### config.mk
export PLATFORM = sky130hd
export DESIGN_NAME = req_issuer
export DESIGN_NICKNAME = d
export VERILOG_FILES = /design/src/rtl/req_issuer.sv
export SDC_FILE = /design/constraint.sdc
export NUM_CORES = 1
export LEC_CHECK = 0
export ABC_AREA = 1
export CAP_MARGIN = 15
export CORE_MARGIN = 4
export CORE_UTILIZATION = 35
export DETAILED_ROUTE_END_ITERATION = 8
export GPL_TIMING_DRIVEN = 0
export PLACE_DENSITY = 0.64
export SLEW_MARGIN = 15
export SYNTH_ARGS = -nofsm -noshare
export SYNTH_HDL_FRONTEND = slang
export SYNTH_SLANG_ARGS = --single-unit
### constraint.sdc
create_clock -name clk -period 2.28 [get_ports clk]
set_input_delay 0.228 -clock clk [delete_from_list [all_inputs] [get_ports clk]]
set_output_delay 0.228 -clock clk [all_outputs]
set_load 0.02 [all_outputs]
### src/rtl/req_issuer.sv
// Request issuer: pulses req, waits up to TIMEOUT cycles for ack, retries up to
// MAX_RETRY times, then reports done (with ack latency) or a sticky error.
module req_issuer #(
  parameter int unsigned TIMEOUT   = 4,
  parameter int unsigned MAX_RETRY = 2
) (
  input  logic       clk,
  input  logic       rst,
  input  logic       start,
  input  logic       ack,
  output logic       req,
  output logic       busy,
  output logic       done,
  output logic       err,
  output logic       late,
  output logic [7:0] lat,
  output logic [3:0] retries
);

  localparam logic [2:0] S_IDLE = 3'd0;
  localparam logic [2:0] S_REQ  = 3'd1;
  localparam logic [2:0] S_WAIT = 3'd2;
  localparam logic [2:0] S_DONE = 3'd3;
  localparam logic [2:0] S_ERR  = 3'd4;

  logic [2:0] state, state_nxt;
  logic [7:0] cnt, cnt_nxt;
  logic [7:0] w_c;
  logic [7:0] lat_nxt;
  logic       late_nxt;
  logic [3:0] retries_nxt;

  // Next-state and datapath decode; w_c is the wait index seen at this edge.
  always_comb begin
    state_nxt   = state;
    cnt_nxt     = cnt;
    lat_nxt     = lat;
    late_nxt    = late;
    retries_nxt = retries;
    w_c         = cnt + 8'd1;
    case (state)
      S_IDLE: begin
        if (start) begin
          state_nxt   = S_REQ;
          cnt_nxt     = 8'd0;
          retries_nxt = 4'd0;
        end
      end
      S_REQ: begin
        state_nxt = S_WAIT;
        cnt_nxt   = 8'd0;
      end
      S_WAIT: begin
        if (ack) begin
          state_nxt = S_DONE;
          lat_nxt   = w_c;
          late_nxt  = (w_c > 8'd1);
        end else if (w_c == 8'(TIMEOUT)) begin
          cnt_nxt = 8'd0;
          if (retries < 4'(MAX_RETRY)) begin
            retries_nxt = retries + 4'd1;
            state_nxt   = S_REQ;
          end else begin
            state_nxt = S_ERR;
          end
        end else begin
          cnt_nxt = w_c;
        end
      end
      S_DONE: state_nxt = S_IDLE;
      S_ERR: begin
        if (start) begin
          state_nxt   = S_REQ;
          cnt_nxt     = 8'd0;
          retries_nxt = 4'd0;
        end
      end
      default: state_nxt = S_IDLE;
    endcase
  end

  // Outputs are registered from the next-state decode so they track state exactly.
  always_ff @(posedge clk) begin
    if (rst) begin
      state   <= S_IDLE;
      cnt     <= 8'd0;
      req     <= 1'b0;
      busy    <= 1'b0;
      done    <= 1'b0;
      err     <= 1'b0;
      late    <= 1'b0;
      lat     <= 8'd0;
      retries <= 4'd0;
    end else begin
      state   <= state_nxt;
      cnt     <= cnt_nxt;
      req     <= (state_nxt == S_REQ);
      busy    <= (state_nxt == S_REQ) || (state_nxt == S_WAIT);
      done    <= (state_nxt == S_DONE);
      err     <= (state_nxt == S_ERR);
      late    <= late_nxt;
      lat     <= lat_nxt;
      retries <= retries_nxt;
    end
  end

endmodule

==> results.txt <==
- The flow ran to the end, and the final reports show no timing, DRC or antenna violations.
- The first global-routing pass estimated 4.55 mm of wire.
- Counting the buffers created by CTS gives 3.
- Of all flip-flops after synthesis, the portion carrying an async set or reset was 0%.
* Fill cells: 388
* Met2 routed wirelength: 1.19 mm
* Count of buffers added by post-CTS timing repair for setup: 0
- Register clock-pin slew on the reported worst setup and hold paths: 0.10 ns
- Root buffer cell: sky130_fd_sc_hd__clkbuf_8
* Count of maximum capacitance violations: 0
- Across the VDD grid, the largest voltage drop is 0.000240 V.
- Synthesized cell area: 1320 sq um
* Adder-cell area share of the yosys netlist: 2.85%
- Final Setup Violations: 0
* Area grow syn2layout: 23.2%
* Max_slew headroom: a little under three quarters
- Placer's final routability congestion estimate: 0.798
- The number of gates resized after CTS was 0.
- Total die area: a little under 5000 sq um
- Skew final: about 0.012 ns
- Across every metal layer, demand over resource in global routing totals 11.3%.
- Start-to-end type of the worst setup path: reg2reg
- Synthesized Nets: 187
- Met1 wire length: 1.33 mm
- The placed instances occupy a cell area of 1570 sq um.
* Clock tree from TritonCTS: yes
* Kind of end point of the critical path: flip-flop
- Number of H-tree levels: 1
- The final layout contains 211 nets.
- The finished cells cover between 1500 and 2000 sq um.
- P per Cell Area: between 600 and 700 nW/um^2
- Count of synthesis-stage warnings from yosys: 0
* Synth Area in Simple Gates: 31.8%
- Synth top area share: 42.6%
* Synth cell count leaders: sky130_fd_sc_hd__nand2_1 (37), sky130_fd_sc_hd__dfxtp_1 (28), sky130_fd_sc_hd__nor2_1 (28)
* Final HPWL from detailed placement: 2.03 mm
- The number of antenna violations at the first check in global routing was 0.
* Residual overflow from global routing: 0
- Buffer levels on the longest clock path: 2
- Initial DRC Count: 48
- Registers take 561 sq um.
* Multiplexer share of the synthesized area: 0%
- Ratio of cells with drive above 1 in the final layout: 9.85%
- The die is 69.3 um tall.
* Combinational family with the most area after synthesis: simple AND/OR/NAND/NOR gates
- Post-layout minimum cycle time: 1.95 ns
- Of the synthesized area, sequential elements account for 42.6%.
- The via count of the first global-routing pass is approximately 1,000.
- Worst-margin pin slew: approximately 0.42 ns
- The total area inside the core boundary comes to 3660 sq um.
- Boundary Pins: 21
- Buffers inserted to repair hold after CTS numbered 0.
- The average instance in the mapped netlist occupies 7.31 sq um.
* Later-pin clock latency in the skew report: 0.27 ns
- Detailed-route DRC error count: 0
* Die outline width: 69.3 um
- The number of hold violations in the final report is 0.
* Routed wire length on met3: 63 um
* Period Utilization, post-route: 85.5%
* Antenna cell count: 0
* WP data arrival: 2.16 ns
* Cell count after synthesis: 180
* Final TNS setup: 0 ns
- Setup repair after global routing left no endpoint under its margin.
- Element type at the critical path start: flip-flop
* Total vias in the final route: around 1,100
- Entering global routing, the biggest net connects 16 pins.
* Initial core utilization: 36.0%
* Drt wl/cell: about 10 um
* Total detailed-routing wirelength: ~2.6 mm
- Summing all multi-input logic gate instances after layout gives 651 sq um.
- Cell type with the highest aggregate area in the netlist: sky130_fd_sc_hd__dfxtp_1
- Prevailing post-synth register cell: sky130_fd_sc_hd__dfxtp_1
* Area share of xor/xnor cells in the synthesized design: 1.33%
* Compound-gate portion of the synthesized area: 13.4%
- STA puts the critical path data required time at 2.49 ns.
* Type of the tightest min-delay check: in2reg
* Top layer used by detailed routing: met4
- Maximum clock rate: 513 MHz
- Pleak: 0.000661 uW
- Distinct cell type count of the synthesized netlist: 29
- Post-detailed-route count of antenna-violating nets: 0
* Number of enable-type register cells in the synthesized netlist: 0
* Clock sink count: 28
* Total number of placement rows: 22
- In this run, synthesis produced a sequential element count of 28.
- Final Max Slew Viols: 0
- Largest cells by area after synthesis: sky130_fd_sc_hd__dfxtp_1 (43%), sky130_fd_sc_hd__nand2_1 (11%), sky130_fd_sc_hd__nor2_1 (8.0%)
- In this run the tool buffered the top-level ports with 19 buffer cells.
* Leading cell type by number of instances after synthesis: sky130_fd_sc_hd__nand2_1
* Biggest fanout along the worst timing path: 5
- Before antenna repair, the detailed router went through 4 iterations.
* Final total power: roughly 1100 uW
* Detailed-route vias per instance: 4.48
## cell type report
type / instances / area share [%]
Buffer: 4 / 1.39
Clock buffer: 4 / 3.40
Inverter: 22 / 5.09
Multi-Input combinational cell: 126 / 40.1
Sequential cell: 28 / 34.6
Tap cell: 48 / 3.70
Timing Repair Buffer: 19 / 11.7
## critical path, cell delays in order (launching register included)
cell and delay (ns):
sky130_fd_sc_hd__dfxtp_1 0.41, sky130_fd_sc_hd__ha_1 0.25, sky130_fd_sc_hd__nand3_2 0.12, sky130_fd_sc_hd__xnor2_1 0.35
sky130_fd_sc_hd__nor2_2 0.11, sky130_fd_sc_hd__nand3_1 0.18, sky130_fd_sc_hd__nand2_1 0.10, sky130_fd_sc_hd__inv_1 0.16
sky130_fd_sc_hd__nand2_1 0.08, sky130_fd_sc_hd__a21oi_1 0.13
## routing by layer
layer / GRT usage [%] / vias up
met5: 0 / -
met2: 17.7 / 14
met1: 15.6 / 494
li1: - / 615
met4: 5.21 / 0
met3: 1.01 / 2
## cells in the final DEF, fill, tap and decap left out, drive strengths merged
cell,instances
nand2,41
nor2,32
dfxtp,28
inv,21
clkdlybuf4s50,19
a21oi,16
o21ai,9
nand3,8
clkbuf,7
o21a,3
ha,3
nand4,3
xnor2,2
nor3,2
or2,2
buf,1
clkinv,1
nand3b,1
o21bai,1
nor3b,1
a31oi,1
o211ai,1
## where the power goes
part / leakage [uW] / internal, uW / total, uW / switching [uW]
clock network: 0.0000288 / 154 / 300 / 146
registers: 0.000227 / 519 / 535 / 15.9
logic: 0.000405 / 95.4 / 240 / 145
total: 0.000661 / 769 / 1080 / 306
## state kept, by name (all words and copies together) (netlist names)
register and count:
done 1, state 3, req 1, lat 8, cnt 8, late 1, err 1, retries 4
busy 1
## logic make-up (layout without fill, tap and decap cells)
kind of cell             count (synthesis)  count (layout)
XOR/XNOR                                 2               2
buffers and inverters                   26              49
AO/OA/AOI/OAI                           31              31
flip-flops                              28              28
AND/OR/NAND/NOR                         90              90
adder cells (fa/ha/maj)                  3               3
## path summary, 6_finish.rpt
check	startpoint	to	slack (ns)	cells past startpoint
worst max-delay path	cnt[1]$_SDFFE_PP0P_	cnt[2]$_SDFFE_PP0P_	0.33	9
worst min-delay path	rst	cnt[1]$_SDFFE_PP0P_	0.16	2
worst max register to register	cnt[1]$_SDFFE_PP0P_	cnt[2]$_SDFFE_PP0P_	0.33	9
worst min register to register	lat[2]$_SDFFE_PP0P_	lat[2]$_SDFFE_PP0P_	0.47	2
## per-stage QoR
step | cells | setup slack (ns) | utilization [%] | hold WS [ns]
2_1_floorplan | 180 | 0.639 | - | 0.415
3_3_place_gp | 247 | 0.331 | 42.8 | 0.451
3_5_place_dp | 247 | 0.362 | 42.8 | 0.453
4_1_cts | 251 | 0.334 | 44.3 | 0.155
5_1_grt | 251 | 0.0781 | 44.3 | 0.151
6_report | 251 | 0.330 | 44.3 | 0.157
Power figures use the tool's default switching activity.
